--- src/rtl/if_fetch_unit.sv ---
// IF-stage PC and fetch controller.
// Keeps at most one instruction read outstanding to the IM wrapper and delivers
// {pc, inst} into the IF/ID register. A taken branch resolved in ID redirects the
// PC and squashes any wrong-path fetch still in flight. A one-entry skid buffer
// catches a response that lands while ID is stalled on a full IF/ID register.
module if_fetch_unit #(
  parameter logic [31:0] RESET_PC = 32'h0000_0000,
  parameter logic [31:0] NOP_INST = 32'h0000_0013
) (
  input  logic        clk,
  input  logic        rst,
  input  logic        pcsrc,
  input  logic [31:0] target_pc,
  input  logic        id_stall,
  output logic        im_req_valid,
  input  logic        im_req_ready,
  output logic [31:0] im_req_addr,
  input  logic        im_rsp_valid,
  input  logic [31:0] im_rsp_data,
  output logic        ifid_valid,
  output logic [31:0] ifid_pc,
  output logic [31:0] ifid_inst
);

  typedef enum logic [2:0] {
    S_IDLE,
    S_REQ,
    S_WAIT,
    S_DROP_REQ,
    S_DROP_WAIT
  } state_t;

  // One fetched instruction with the address it came from.
  typedef struct packed {
    logic [31:0] pc;
    logic [31:0] inst;
  } fetch_ent_t;

  state_t      state, state_nxt;
  logic [31:0] pc;          // next PC to request on the correct path
  logic [31:0] req_pc;      // PC of the request currently outstanding
  logic [31:0] drop_addr;   // address of a wrong-path request still being offered
  logic [31:0] ifid_inst_q;
  logic        skid_valid;
  fetch_ent_t  skid;

  logic        redir;
  logic        consume;
  logic        req_hs;
  logic        rsp_take;
  logic [31:0] target_word;

  // The low target bits are architecturally dropped; fold them into a sink.
  logic        unused_target_lo;
  assign unused_target_lo = ^target_pc[1:0];

  // A stalled ID stage will re-assert its branch, so only act when it moves.
  assign redir       = pcsrc && !id_stall;
  assign consume     = ifid_valid && !id_stall;
  assign req_hs      = im_req_valid && im_req_ready;
  assign target_word = {target_pc[31:2], 2'b00};
  // A response is only kept when it belongs to the correct path and no redirect wins.
  assign rsp_take    = (state == S_WAIT) && im_rsp_valid && !redir;

  // Request channel: never offer a new fetch while the skid entry is occupied.
  always_comb begin
    im_req_valid = 1'b0;
    im_req_addr  = pc;
    case (state)
      S_REQ:      im_req_valid = !skid_valid;
      S_DROP_REQ: begin
        im_req_valid = 1'b1;
        im_req_addr  = drop_addr;
      end
      default:    im_req_valid = 1'b0;
    endcase
  end

  // Next-state logic; a redirect diverts in-flight requests into the drop states.
  always_comb begin
    state_nxt = state;
    case (state)
      S_IDLE: state_nxt = S_REQ;
      S_REQ: begin
        if (redir) begin
          if (req_hs)            state_nxt = S_DROP_WAIT;
          else if (im_req_valid) state_nxt = S_DROP_REQ;
          else                   state_nxt = S_REQ;
        end else if (req_hs) begin
          state_nxt = S_WAIT;
        end
      end
      S_WAIT: begin
        if (redir)             state_nxt = im_rsp_valid ? S_REQ : S_DROP_WAIT;
        else if (im_rsp_valid) state_nxt = S_REQ;
      end
      S_DROP_REQ:  if (im_req_ready) state_nxt = S_DROP_WAIT;
      S_DROP_WAIT: if (im_rsp_valid) state_nxt = S_REQ;
      default:     state_nxt = S_IDLE;
    endcase
  end

  // State register.
  always_ff @(posedge clk or posedge rst) begin
    if (rst) state <= S_IDLE;
    else     state <= state_nxt;
  end

  // PC tracking: redirect wins over sequential advance.
  always_ff @(posedge clk or posedge rst) begin
    if (rst) begin
      pc        <= RESET_PC;
      req_pc    <= RESET_PC;
      drop_addr <= RESET_PC;
    end else begin
      if (redir)
        pc <= target_word;
      else if (state == S_REQ && req_hs)
        pc <= pc + 32'd4;
      if (state == S_REQ && req_hs)
        req_pc <= pc;
      // Remember the wrong-path address so it stays stable until accepted.
      if (state == S_REQ && redir && im_req_valid && !im_req_ready)
        drop_addr <= pc;
    end
  end

  // IF/ID register and skid buffer; redirect flushes both ahead of any load.
  always_ff @(posedge clk or posedge rst) begin
    if (rst) begin
      ifid_valid  <= 1'b0;
      ifid_pc     <= '0;
      ifid_inst_q <= NOP_INST;
      skid_valid  <= 1'b0;
      skid        <= '0;
    end else if (redir) begin
      ifid_valid <= 1'b0;
      skid_valid <= 1'b0;
    end else if (rsp_take) begin
      if (!ifid_valid || consume) begin
        ifid_valid  <= 1'b1;
        ifid_pc     <= req_pc;
        ifid_inst_q <= im_rsp_data;
      end else begin
        skid_valid <= 1'b1;
        skid       <= '{pc: req_pc, inst: im_rsp_data};
      end
    end else if (consume) begin
      if (skid_valid) begin
        ifid_valid  <= 1'b1;
        ifid_pc     <= skid.pc;
        ifid_inst_q <= skid.inst;
        skid_valid  <= 1'b0;
      end else begin
        ifid_valid <= 1'b0;
      end
    end
  end

  // ID sees a harmless NOP whenever the IF/ID slot is empty.
  assign ifid_inst = ifid_valid ? ifid_inst_q : NOP_INST;

endmodule

--- config.mk ---
export PLATFORM = sky130hd
export DESIGN_NAME = if_fetch_unit
export DESIGN_NICKNAME = d
export VERILOG_FILES = /design/src/rtl/if_fetch_unit.sv
export SDC_FILE = /design/constraint.sdc
export NUM_CORES = 1
export LEC_CHECK = 0
export ABC_AREA = 1
export CORE_MARGIN = 5
export CORE_UTILIZATION = 35
export DETAILED_ROUTE_END_ITERATION = 8
export PLACE_DENSITY = 0.62
export SYNTH_ARGS = -nofsm -noshare
export SYNTH_HDL_FRONTEND = slang
export SYNTH_SLANG_ARGS = --single-unit
--- constraint.sdc ---
create_clock -name clk -period 24.2 [get_ports clk]
set_clock_uncertainty 0.1 [all_clocks]
set_input_delay 4.84 -clock clk [delete_from_list [all_inputs] [get_ports clk]]
set_output_delay 4.84 -clock clk [all_outputs]
set_load 0.03 [all_outputs]
# After elaboration in Yosys (flattened, before gate mapping)
# Index checks and enable logic that the tools add are counted.
# word_totals
ff_bits	229
in_bits	70
output_inout_bits	98
# classes
addsub	1
n_eq_ne	9
n_mux	31
bitwise	2
n_reduce_logical	25
# op_table
op	n
$mux 32	12
$add 32x3->32 const B	1
$mux 3	7
$pmux 3 s5	1
$logic_and 1x1->1	9
$mux 1	9
$eq 3x2->1 const B	2
$ne 3x3->1 const B	2
$reduce_and 2->1	3
$reduce_bool 2->1	3
$logic_not 1->1	5
$reduce_and 4->1	1
$eq 3x1->1 const B	1
$eq 3x3->1 const B	1
$logic_not 3->1	1
$ne 3x2->1 const B	1
$reduce_and 3->1	1
$reduce_bool 3->1	1
$mux 2	1
$ne 2x1->1 const B	1
$ne 2x2->1 const B	1
$not 1->1	2
$pmux 1 s2	1
$logic_or 1x1->1	1

# Logic depth before layout (Yosys ltp)
# Gate-level depths: netlist (run 1).
# logic_depth
word_depth	6
depth_mapped	11
depth_no_buf	10

# Least setup slack after synthesis (run 1)
# Ideal clock, no wire load.
# synth_path
kind	reg2out
from	register state[1]
to	output im_req_addr[10]
t_arrival_ns	1.581
path_slack_ns	17.679
path_stages_with_launch	5
n_path_buf	1
path_cell_list	dfrtp_1 nand3_1 inv_1 clkbuf_1 o21ai_0
# synth_via
elab_chain_len	2
# synth_rtl
element	line_no	source
start: declaration	39	state_t state, state_nxt;
start signal: assignment	106	else state <= state_nxt;
$eq 3x2->1	69	case (state)
$mux 32	69	
end: declaration	17	output logic [31:0] im_req_addr,
# Every way passes these cells.

# Worst setup path in the final report (run 1)
# layout_path
from	input id_stall
to	register ifid_pc[27]
# layout_via
elab_chain_len	6
elab_cells_between_ends	12
# layout_rtl
element	line_no	source
start: declaration	14	input logic id_stall,
$logic_not 1->1 *	58, 59	
$logic_and 1x1->1	58	assign redir = pcsrc && !id_stall;
$logic_not 1->1	63	assign rsp_take = (state == S_WAIT) && im_rsp_valid && !redir;
$logic_and 1x1->1	63	
$ne 2x1->1 (no line) / $reduce_bool 2->1 (equally long branches)	--	
$reduce_and 4->1 (no line)	--	
end signal: assignment	142	ifid_pc <= req_pc;
end signal: assignment	151	ifid_pc <= skid.pc;
end: declaration	21	output logic [31:0] ifid_pc,
# Every way passes the cells marked *; elsewhere a longest branch is shown, timed or not.
# A chain may end at the register's enable or synchronous reset.

==> results.txt, run 1 <==
result of the run: finished, final reports clean
Psw: 601 uW
Pre-antenna DRT Iters: 6
combinational share of power: 0.366
Sw Share: 0.388
leak pwr: 0.00647 uW
Max-slew headroom: 0.251
Final Max Slew Viols: 0
via/cell ratio: 4.71
EDFF count, synth: 0
slowest CP cell: inv_2
Inst Count DP: 1,903
CP required: 24.56 ns
Worst EP arrival: 8.45 ns
Syn Area/Cell: 7.52 sq um
RSZ-0062 raised after global routing: no
Top delay family on crit path: buffers and inverters
CP bufs+invs: 5
Hold-fix buffers, CTS: 0
port bufs: 161
share of the yosys chip area belonging to registers: 0.517
clk_lat worst skew: 0.52 ns
CTS Buf Count: 26
via count: 9,191
Tmin final: 8.10 ns
Final HPWL DP: 18,500 um
Worst setup EP type: register
ys async rst share: 1.00
# fillers: 3,029
Final Hold Fails: 0
synthesized area: 10,600 sq um
# resized after CTS: 0
post-CTS setup buffer count: 0
max frequency: 0.124 GHz
clock share of power: 0.257
WS Path Type: in2reg
# diodes: 0
Max Cap Viol: 0
grt ovf: 0
P per Cell Area: 116 nW/um^2
Die ar.: 33,900 sq um
final-report setup violation count: 0
Tightest Pin Transition: 1.12 ns
core area: 29,800 sq um
Power Internal: 946 uW
post-route ant nets: 0
top cell type's share of synthesized area: 0.509
Total GRT Usage: 0.163
Initial DRC Count: 811
pin count of the biggest net entering global routing: 126
GPL Wtd Cong: 0.850
flop and latch count out of synthesis: 219
area of the multi-input gates: 4190 sq um
clock sink count: 219
Worst VDD drop: 0.0648 mV
Initial Util: 0.356
Post-Layout Inst Area: 13,300 sq um
Critical Path Max Stage Delay: 0.62 ns
critical path, cell by cell: clkdlybuf4s50_1 -> inv_1 -> nand2_2 -> buf_4 -> nand2_4 -> nand2_2 -> nand2_4 -> inv_2 -> buf_4 -> nand2_1 -> nand2_1
vias in the first global route: 8,677
synth top area cells: dfrtp_1 (51%), nand2_1 (20%), o21ai_0 (11%)
worst hold path type: reg2reg
Ports: 168
first-pass GRT wire length: 45,800 um
Top FF cell, synth: dfrtp_1
synth warn: 0
layout cells sized above 1: 0.0493
maximum clock path buffer count: 3
most frequent cell after synthesis: nand2_1
Fin Setup TNS: 0 ns
Startpoint Class: input pin
Mapped Cells: 1,412
CTS tree: done
final instance count without filler cells: 1,951
cell accounting for the most synthesized area: dfrtp_1
Final Cycle Share: 0.335
Layout area overhead: 25.4%
DRC: 0
Commonest cells post-synth: nand2_1 (568), o21ai_0 (225), dfrtp_1 (216)
Die Ht: 184 um
H-tree Lvls: 1
Clk pin slew, worst setup/hold paths: 0.06 ns
# nets final: 1,612
Sequential Power Share: 0.377
initial antenna violation count: 0
clock root cell: clkbuf_16
post-synth cell types: 37
Post-DP Area: 12,400 sq um
routed len/inst: 14.4 um
crit-path max FO: 68
WL final: 28,000 um
Chip Width: 184 um
# rows: 63
register area: 5480 sq um
-- worst register-to-register path: cells and delay by family (launching register included) --
kind / cells / cell delay [ns]
simple gates: 7 / 1.50
buf+inv: 2 / 1.17
flops: 1 / 0.52
-- final timing paths --
check | slack, ns | start | depth (start not counted) | end
min | 0.38 | ifid_pc[7] | 2 | ifid_pc[7]
max reg2reg | 20.86 | state[1] | 9 | ifid_pc[27]
min reg2reg | 0.38 | ifid_pc[7] | 2 | ifid_pc[7]
min in group asynchronous | 4.71 | rst | 2 | drop_addr[4]
max | 16.10 | id_stall | 11 | ifid_pc[27]
max in group asynchronous | 17.93 | rst | 3 | req_pc[20]
-- state kept, by name (all words and copies together) (netlist names) --
| signal | cells |
|---|---|
| pc | 30 |
| state | 3 |
| drop_addr | 30 |
| ifid_inst_q | 32 |
| ifid_pc | 30 |
| skid | 62 |
| ifid_valid | 1 |
| req_pc | 30 |
| skid_valid | 1 |
-- layout make-up --
cell class / count / share of cell area
sequential: 219 / 0.412
multi-input combinational: 971 / 0.315
timing repair buffer: 171 / 0.127
clock buffer: 38 / 0.0584
inverter: 152 / 0.0434
tap: 390 / 0.0367
clock inverter: 10 / 0.00837
-- power groups by stage --
stage	Combinational [uW]	Sequential [uW]	Clock (uW)
6_report	566	583	398
5_1_grt	635	599	424
4_1_cts	574	583	410
3_5_place_dp	571	588	0
3_3_place_gp	562	584	0
2_1_floorplan	334	610	0
-- placed cells by master, fill, tap and decap left out, types with 5 or more instances in the layout --
cell type / synthesis / layout
dfrtp_1: 216 / 216
inv_1: 146 / 145
o21ai_0: 225 / 225
buf_4: 8 / 10
clkbuf_16: 0 / 27
inv_2: 5 / 5
clkdlybuf4s50_1: 0 / 161
o211ai_1: 5 / 5
nand3_1: 46 / 46
nor2_1: 70 / 70
o21ai_1: 15 / 15
clkbuf_8: 0 / 6
nand2_1: 568 / 568
clkbuf_1: 35 / 5
-- metrics by stage --
step / power (uW) / worst slack (ns) / util / hold WS, ns
6_report: 1550 / 16.10 / 0.447 / 0.375
5_1_grt: 1660 / 15.71 / 0.447 / 0.397
4_1_cts: 1570 / 15.99 / 0.447 / 0.381
3_5_place_dp: 1160 / 15.45 / 0.417 / 0.364
3_3_place_gp: 1150 / 15.49 / 0.417 / 0.364
2_1_floorplan: 944 / 13.27 / - / 0.349
-- layer usage --
layer,vias to the layer above,track usage,part of all wire
li1,4651,-,-
met2,259,0.248,0.43
met5,-,0,0
met3,27,0.0292,0.062
met4,0,0.0343,0.014
met1,4254,0.246,0.49
-- cells by family after synthesis --
logic type | count (synthesis) | synth area share
simple gates | 709 | 0.267
compound gates | 255 | 0.123
buf+inv | 225 | 0.0902
flops | 219 | 0.517
xor+xnor | 2 | 0.00165
fa+ha+maj | 1 | 0.00118
other cells | 1 | 0.000353
Power figures use the tool's default switching activity.
==> inputs of run 2 (changes only) <==
Settings changed: PLACE_DENSITY 0.62 to 0.64.
Clock period 24.2 ns to 7.3 ns, I/O delays scaled along.
==> run 2 against run 1 <==
  * Die area did not move
  * Sequential share of layout area fell by 0.093 points
  * Hold slack about the same
  * Count of clock-buffer cells in the layout rose by 2
  * Critical path depth is 4 lower
  * Clock power grew to 3.4 times the previous value
  * Sequential power increased to 3.3 times the previous value
  * Non-clock buffer count rose by 1
  * Combinational power increased to 3.3 times the previous value
  * Global-route usage is 0.15 points lower
  * Largest cell class unchanged
==> results.txt, run 2 (same netlist as run 1, synthesis figures left out) <==
pin count of the biggest net entering global routing: 155
# nets final: 1,613
max frequency: 0.232 GHz
CTS tree: done
layout cells sized above 1: 0.0499
grt ovf: 0
RSZ-0062 raised after global routing: no
Clk pin slew, worst setup/hold paths: 0.06 ns
Regs by FF count: skid x62, ifid_inst_q x32
# rows: 63
Total GRT Usage: 0.162
# resized after CTS: 0
Finished Core Util: 0.448
Hold-fix buffers, CTS: 0
Worst setup EP type: output port
Largest Register: skid
final instance count without filler cells: 1,952
Post-DP Area: 12,400 sq um
Max-slew headroom: 0.260
Psw: 1990 uW
Final HPWL DP: 18,200 um
clock root cell: clkbuf_16
core area: 29,800 sq um
Max Cap Viol: 0
clk_lat worst skew: 0.52 ns
Sequential Power Share: 0.376
GPL Wtd Cong: 0.896
combinational share of power: 0.364
initial antenna violation count: 0
Final Hold Fails: 0
final-report setup violation count: 0
Die Ht: 184 um
Layout area overhead: 25.7%
register area: 5480 sq um
clock sink count: 219
CTS Buf Count: 26
area of the multi-input gates: 4190 sq um
Startpoint Class: register
post-CTS setup buffer count: 0
result of the run: finished, final reports clean
Initial DRC Count: 756
Fin Setup TNS: 0 ns
Die ar.: 33,900 sq um
Tmin final: 4.30 ns
Largest register FFs: 62
Worst VDD drop: 0.216 mV
Power Internal: 3160 uW
# fillers: 3,000
# diodes: 0
first-pass GRT wire length: 45,600 um
Place WS: 2.80 ns
Pre-antenna DRT Iters: 5
leak pwr: 0.00650 uW
Worst EP arrival: 2.74 ns
via/cell ratio: 4.68
port bufs: 161
Sw Share: 0.387
vias in the first global route: 8,849
worst hold path type: reg2reg
H-tree Lvls: 1
crit-path max FO: 60
WS Path Type: reg2out
clock share of power: 0.260
Tightest Pin Transition: 1.11 ns
DRC: 0
Post-Layout Inst Area: 13,300 sq um
Inst Count DP: 1,904
commonest non-fill, non-tap cell in the layout: nand2_1
WL final: 27,700 um
post-route ant nets: 0
most frequent cells in the layout: nand2_1 (568), o21ai_0 (225), dfrtp_1 (216)
via count: 9,135
P per Cell Area: 386 nW/um^2
Final Cycle Share: 0.589
Chip Width: 184 um
maximum clock path buffer count: 3
Final Max Slew Viols: 0
Final WS setup: 3.00 ns
routed len/inst: 14.2 um
Ports: 168
Initial Util: 0.356
CP required: 5.74 ns
==> run 2: cell types whose count changed in the layout (fill, tap and decap cells not counted) <==
cell,previous run,this run
buf_12,0,1
inv_8,1,0
clkinvlp_4,3,1
inv_6,1,2
clkbuf_8,6,8
==> run 2: area by class of cell <==
type                       instances  area share
tap                              390      0.0366
inverter                         152      0.0430
sequential                       219       0.411
clock buffer                      40      0.0603
timing repair buffer             172       0.128
clock inverter                     8     0.00732
multi-input combinational        971       0.314
==> run 2: stage by stage <==
stage	hold slack (ns)	power, uW
floorplan	0.349	3130
global placement	0.363	3790
detailed placement	0.365	3840
CTS	0.381	5220
global route	0.396	5520
finish	0.375	5150
==> run 2: critical path, cell delays in order (launching register included) <==
cell and delay, ns:
dfrtp_1 0.40, inv_1 0.16, nand3_1 0.17, inv_1 0.09
buf_4 0.42, nand2_1 0.08, o21ai_0 0.17, clkdlybuf4s50_1 0.75
==> run 2: final timing paths <==
check | startpoint | to | slack, ns | cells past startpoint
max in group asynchronous | rst | ifid_inst_q[27] | 4.24 | 4
setup / recovery | state[2] | im_req_addr[2] | 3.00 | 7
min in group asynchronous | rst | state[1] | 1.43 | 3
hold / removal | ifid_inst_q[28] | ifid_inst_q[28] | 0.38 | 2
setup reg to reg | state[2] | ifid_inst_q[3] | 4.60 | 10
hold reg to reg | ifid_inst_q[28] | ifid_inst_q[28] | 0.38 | 2
==> run 2: power groups by stage <==
stage                     logic (uW)  registers [uW]  clock network (uW)
after CTS                       1900            1930                1380
after global placement          1850            1930                   0
final                           1880            1940                1340
after detailed placement        1890            1950                   0
after floorplan                 1110            2020                   0
after global routing            2100            1990                1430
==> run 2: layer usage <==
| layer | vias up | global-route usage | wire length [um] |
|---|---|---|---|
| li1 | 4649 | - | - |
| met2 | 266 | 0.240 | 11700 |
| met5 | - | 0 | 0 |
| met4 | 0 | 0.0435 | 638 |
| met1 | 4180 | 0.246 | 13800 |
| met3 | 40 | 0.0257 | 1600 |
==> RTL edit 1: new RTL, settings of run 1 <==
Change the parameter `NOP_INST` from 32'h0000_0013 to 32'h00000009.
--- a/src/rtl/if_fetch_unit.sv
+++ b/src/rtl/if_fetch_unit.sv
@@ -5,7 +5,7 @@
 // catches a response that lands while ID is stalled on a full IF/ID register.
 module if_fetch_unit #(
   parameter logic [31:0] RESET_PC = 32'h0000_0000,
-  parameter logic [31:0] NOP_INST = 32'h0000_0013
+  parameter logic [31:0] NOP_INST = 32'h00000009
 ) (
   input  logic        clk,
   input  logic        rst,
Function: changed (Yosys sat finds a counterexample within 4 cycles, from zero or initial values and one cycle with rst high).
==> RTL edit 1 against run 1 <==
Non-clock buffer count down 1; largest cell class unchanged; worst hold slack is essentially flat; global-route usage down 0.14 points; sequential cell count unchanged; wire length rose by 0.19%; synthesized area rose by 0.84%; power grew 0.78%; core utilization is 0.85 points lower; setup slack better by 430 ps; via count increased by 0.63%; final area increased by 0.18%; critical path depth down 5; register-to-register slack improved by 520 ps.
==> RTL edit 1: results (changes against run 1) <==
<table>
<tr><th>Metric</th><th>Value</th></tr>
<tr><th colspan="2">Power and ir drop</th></tr>
<tr><td>Maximum VDD drop</td><td>0.0783 mV (+21%)</td></tr>
<tr><td>Static power due to leakage</td><td>6.49 nW (+0.24%)</td></tr>
<tr><th colspan="2">Finish</th></tr>
<tr><td>Final-layout fill cell count</td><td>3035 (+0.20%)</td></tr>
<tr><td>Layout cells sized above 1</td><td>4.69% (-0.24 points)</td></tr>
<tr><th colspan="2">Global route</th></tr>
<tr><td>Global routing usage summed across all routing layers</td><td>16.2% (-0.14 points)</td></tr>
<tr><td>Largest net degree at the start of global routing</td><td>95 (-25%)</td></tr>
<tr><td>First-pass GRT wire length</td><td>45700 microns (-0.21%)</td></tr>
<tr><td>Via count of the first global-routing pass</td><td>8521 (-1.8%)</td></tr>
<tr><th colspan="2">Detailed routing</th></tr>
<tr><td>Detailed-routing iteration count for the pre-antenna-repair pass</td><td>5 (-1)</td></tr>
<tr><td>Average wire per cell in the routed design</td><td>14.4 microns (+0.13%)</td></tr>
<tr><td>Detailed-route vias per instance</td><td>4.74 (+0.58%)</td></tr>
<tr><td>Iteration-0 DRC count of the detailed router</td><td>870 (+7.3%)</td></tr>
<tr><th colspan="2">Worst setup path</th></tr>
<tr><td>Worst reg2reg setup slack</td><td>21380 ps (+520 ps)</td></tr>
<tr><td>Logic depth of the worst register-to-register path</td><td>7 (-2)</td></tr>
<tr><td>Worst reg2reg path endpoint</td><td>ifid_valid$_DFFE_PP0P_</td></tr>
<tr><td>Critical path arrival</td><td>2730 ps (-5720 ps)</td></tr>
<tr><td>Worst r2r src</td><td>state[0]$_DFFE_PP0P_</td></tr>
<tr><th colspan="2">Placed design</th></tr>
<tr><td>Final RePlAce weighted congestion</td><td>0.909 (+6.9%)</td></tr>
<tr><td>Post-detailed-placement half-perimeter wirelength</td><td>18600 microns (+0.97%)</td></tr>
<tr><th colspan="2">Hold path</th></tr>
<tr><td>Min-Delay Endpoint</td><td>ifid_pc[17]$_DFFE_PP0P_</td></tr>
<tr><th colspan="2">Synthesis</th></tr>
<tr><td>Cell types occupying the most area after synthesis</td><td>sky130_fd_sc_hd__dfrtp_1 (51%), sky130_fd_sc_hd__nand2_1 (20%), sky130_fd_sc_hd__o21ai_0 (7.7%), sky130_fd_sc_hd__inv_1 (5.1%), sky130_fd_sc_hd__o21ai_1 (3.5%)</td></tr>
<tr><td>Sequential fraction of the synthesis area</td><td>51.2% (-0.44 points)</td></tr>
<tr><td>Most instantiated cells after synthesis</td><td>sky130_fd_sc_hd__nand2_1 (569), sky130_fd_sc_hd__dfrtp_1 (217), sky130_fd_sc_hd__o21ai_0 (165), sky130_fd_sc_hd__inv_1 (146), sky130_fd_sc_hd__o21ai_1 (74)</td></tr>
<tr><th colspan="2">Timing</th></tr>
<tr><td>Worst slew pin tran</td><td>834 ps (-289 ps)</td></tr>
<tr><th colspan="2">Clock network</th></tr>
<tr><td>Inserted Clock Buffers</td><td>25 (-3.8%)</td></tr>
<tr><th colspan="2">Outcome</th></tr>
<tr><td>Outcome</td><td>finished, final reports clean</td></tr>
</table>
[RTL edit 1: cells by family (layout without fill, tap and decap cells)]
family | count (synthesis) | count (layout) | share of synthesized area, %
buffers and inverters | 224 | 365 | 9.60
xor gates and xnor gates | 2 | 2 | 0.164
adders and majority gates | 1 | 1 | 0.117
AOI/OAI and AO/OA | 254 | 254 | 12.1
and+or+nand+nor | 711 | 711 | 26.8
DFF | 219 | 219 | 51.2
other | 1 | 4 | 0.0350
[RTL edit 1: tightest hold or removal path: stages, from the launching register on]
cell                      delay (ps)
sky130_fd_sc_hd__dfrtp_1         340
sky130_fd_sc_hd__nand2_1          50
sky130_fd_sc_hd__nand2_1          50
[RTL edit 1: metal layers]
layer	routed length, microns	global-route usage (%)
met1	13900	25.6
met2	11500	23.0
met3	2070	3.08
met4	574	3.61
met5	0	0
[RTL edit 1: cell type report]
class	instances	area [sq um]	share of cell area, %
well taps	396	495	3.72
clock buffers	35	723	5.42
multi-input cells	972	4210	31.5
repair buffers	170	1680	12.6
inverters	152	583	4.37
flip-flops and latches	219	5480	41.1
clock inverters	8	165	1.24
[RTL edit 1: metrics by stage]
stage	instance area [sq um]	util, %	worst slack, ps	std cells
after global routing	13300	43.8	16310	1952
after detailed placement	12400	40.9	16390	1909
after floorplan	10700	-	13270	1415
after global placement	12400	40.9	16400	1909
final	13300	43.8	16530	1952
after CTS	13300	43.8	16510	1952
[RTL edit 1: worst max-delay path by stage]
stage	start	endpoint	slack, ps	cells after the start
detailed placement	id_stall	ifid_valid$_DFFE_PP0P_	16390	8
CTS	state[1]$_DFFE_PP0P_	im_req_addr[31]	16510	6
global route	state[1]$_DFFE_PP0P_	im_req_addr[25]	16310	6
floorplan	rst	drop_addr[10]$_DFFE_PP0P_	13270	1
finish	state[1]$_DFFE_PP0P_	im_req_addr[25]	16530	6
global placement	id_stall	ifid_valid$_DFFE_PP0P_	16400	8
[RTL edit 1: power by group]
part / switching (mW) / internal [mW]
clock network: 0.149 / 0.260
registers: 0.0845 / 0.496
logic: 0.363 / 0.207
==> RTL edit 2: new RTL, settings of run 1 <==
Without the edit above. The 5 states of `state_t` get a one-hot encoding in 5 bits.
--- a/src/rtl/if_fetch_unit.sv
+++ b/src/rtl/if_fetch_unit.sv
@@ -22,12 +22,12 @@
   output logic [31:0] ifid_inst
 );
 
-  typedef enum logic [2:0] {
-    S_IDLE,
-    S_REQ,
-    S_WAIT,
-    S_DROP_REQ,
-    S_DROP_WAIT
+  typedef enum logic [4:0] {
+    S_IDLE      = 5'b00001,
+    S_REQ       = 5'b00010,
+    S_WAIT      = 5'b00100,
+    S_DROP_REQ  = 5'b01000,
+    S_DROP_WAIT = 5'b10000
   } state_t;
 
   // One fetched instruction with the address it came from.
Formal check against the unedited RTL: no difference found for any inputs over 4 cycles, from zero or initial values and one cycle with rst high; so few cycles prove little.
==> RTL edit 2 against run 1 <==
Sequential cell count up 2; wire length up 2.6%; power fell by 26%; largest cell class unchanged; non-clock buffer count is 2 lower; clock power shrank 12%; setup slack got worse by 350 ps; first-iteration DRC count is 8.0% higher; critical path depth fell by 5; final area up 0.68%; largest power group unchanged; highest routed layer unchanged; sequential share of layout area up 0.11 points; synthesized area is 2.2% higher.
==> RTL edit 2: results (changes against run 1) <==
<table>
<tr><th>Metric</th><th>Value</th></tr>
<tr><th colspan="2">Timing</th></tr>
<tr><td>Worst slew pin tran</td><td>1170 ps (+51.2 ps)</td></tr>
<tr><td>Worst path setup slack after routing</td><td>15750 ps (-351 ps)</td></tr>
<tr><th colspan="2">Worst setup path</th></tr>
<tr><td>Critical path arrival</td><td>3510 ps (-4940 ps)</td></tr>
<tr><td>Worst reg2reg path endpoint</td><td>pc[9]$_DFFE_PP0P_</td></tr>
<tr><td>Worst reg2reg setup slack</td><td>20950 ps (+90 ps)</td></tr>
<tr><td>Logic depth of the worst register-to-register path</td><td>8 (-1)</td></tr>
<tr><td>Crit path to</td><td>im_req_addr[3]</td></tr>
<tr><th colspan="2">Power and ir drop</th></tr>
<tr><td>Static power due to leakage</td><td>6.44 nW (-0.52%)</td></tr>
<tr><td>Maximum VDD drop</td><td>0.0486 mV (-25%)</td></tr>
<tr><th colspan="2">Placed design</th></tr>
<tr><td>Post-detailed-placement half-perimeter wirelength</td><td>19400 microns (+5.0%)</td></tr>
<tr><th colspan="2">Detailed routing</th></tr>
<tr><td>Average wire per cell in the routed design</td><td>14.4 microns (+0.60%)</td></tr>
<tr><td>Detailed-routing iteration count for the pre-antenna-repair pass</td><td>5 (-1)</td></tr>
<tr><th colspan="2">Finish</th></tr>
<tr><td>Layout cells sized above 1</td><td>4.45% (-0.48 points)</td></tr>
<tr><th colspan="2">Global route</th></tr>
<tr><td>Largest net degree at the start of global routing</td><td>147 (+17%)</td></tr>
<tr><td>Global routing usage summed across all routing layers</td><td>16.4% (+0.030 points)</td></tr>
<tr><th colspan="2">Hold path</th></tr>
<tr><td>Hold wc startpoint</td><td>ifid_inst_q[0]$_DFFE_PP1P_</td></tr>
<tr><td>Min-Delay Endpoint</td><td>ifid_inst_q[0]$_DFFE_PP1P_</td></tr>
<tr><th colspan="2">Synthesis</th></tr>
<tr><td>Sequential fraction of the synthesis area</td><td>51.0% (-0.63 points)</td></tr>
<tr><td>Most instantiated cells after synthesis</td><td>sky130_fd_sc_hd__nand2_1 (604), sky130_fd_sc_hd__dfrtp_1 (217), sky130_fd_sc_hd__o21ai_0 (156), sky130_fd_sc_hd__inv_1 (150), sky130_fd_sc_hd__o21ai_1 (86)</td></tr>
<tr><th colspan="2">Outcome</th></tr>
<tr><td>Outcome</td><td>finished, final reports clean</td></tr>
</table>
-- RTL edit 2: cell count changes after synthesis, sizes merged, moves of 2 or more --
cell    change
nand2      +34
nand4       +9
nor2        -6
o211ai      -5
buf         +3
nor3        -3
or2         +3
a211oi      -2
a21oi       +2
o21ai       +2
o22ai       -2
-- RTL edit 2: kinds of logic (layout without fill, tap and decap cells) --
group | Yosys count | count (layout) | synth area share, %
flops | 221 | 221 | 51.0
xor+xnor | 3 | 3 | 0.242
fa+ha+maj | 1 | 1 | 0.115
compound gates | 252 | 252 | 11.7
simple gates | 748 | 748 | 28.0
other cells | 1 | 4 | 0.0346
buf+inv | 229 | 365 | 8.89
-- RTL edit 2: worst max-delay path, cell delays in order (launching register included) --
cell and delay (ps):
sky130_fd_sc_hd__dfstp_2 560, sky130_fd_sc_hd__nor2_4 60, sky130_fd_sc_hd__nand4_2 110, sky130_fd_sc_hd__clkinv_1 560
sky130_fd_sc_hd__buf_4 480, sky130_fd_sc_hd__o21ai_0 450, sky130_fd_sc_hd__clkdlybuf4s50_1 770
-- RTL edit 2: layer usage --
metal / GRT usage [%] / wire length [microns] / up-vias
met5: 0 / 0 / -
met4: 2.80 / 355 / 0
met3: 2.35 / 1800 / 28
met2: 25.5 / 12400 / 240
met1: 24.7 / 14200 / 4264
li1: - / - / 4784
-- RTL edit 2: area by class of cell --
class | instances | area (sq um) | area share [%]
inverter | 153 | 582 | 4.34
clock inverter | 4 | 20.0 | 0.149
clock buffer | 39 | 738 | 5.51
sequential | 221 | 5540 | 41.3
timing repair buffer | 169 | 1670 | 12.5
tap | 396 | 495 | 3.70
multi-input combinational | 1008 | 4360 | 32.5
-- RTL edit 2: power breakdown --
part | internal (mW) | switching [mW]
sequential | 0.441 | 0.0495
combinational | 0.109 | 0.191
clock | 0.207 | 0.144
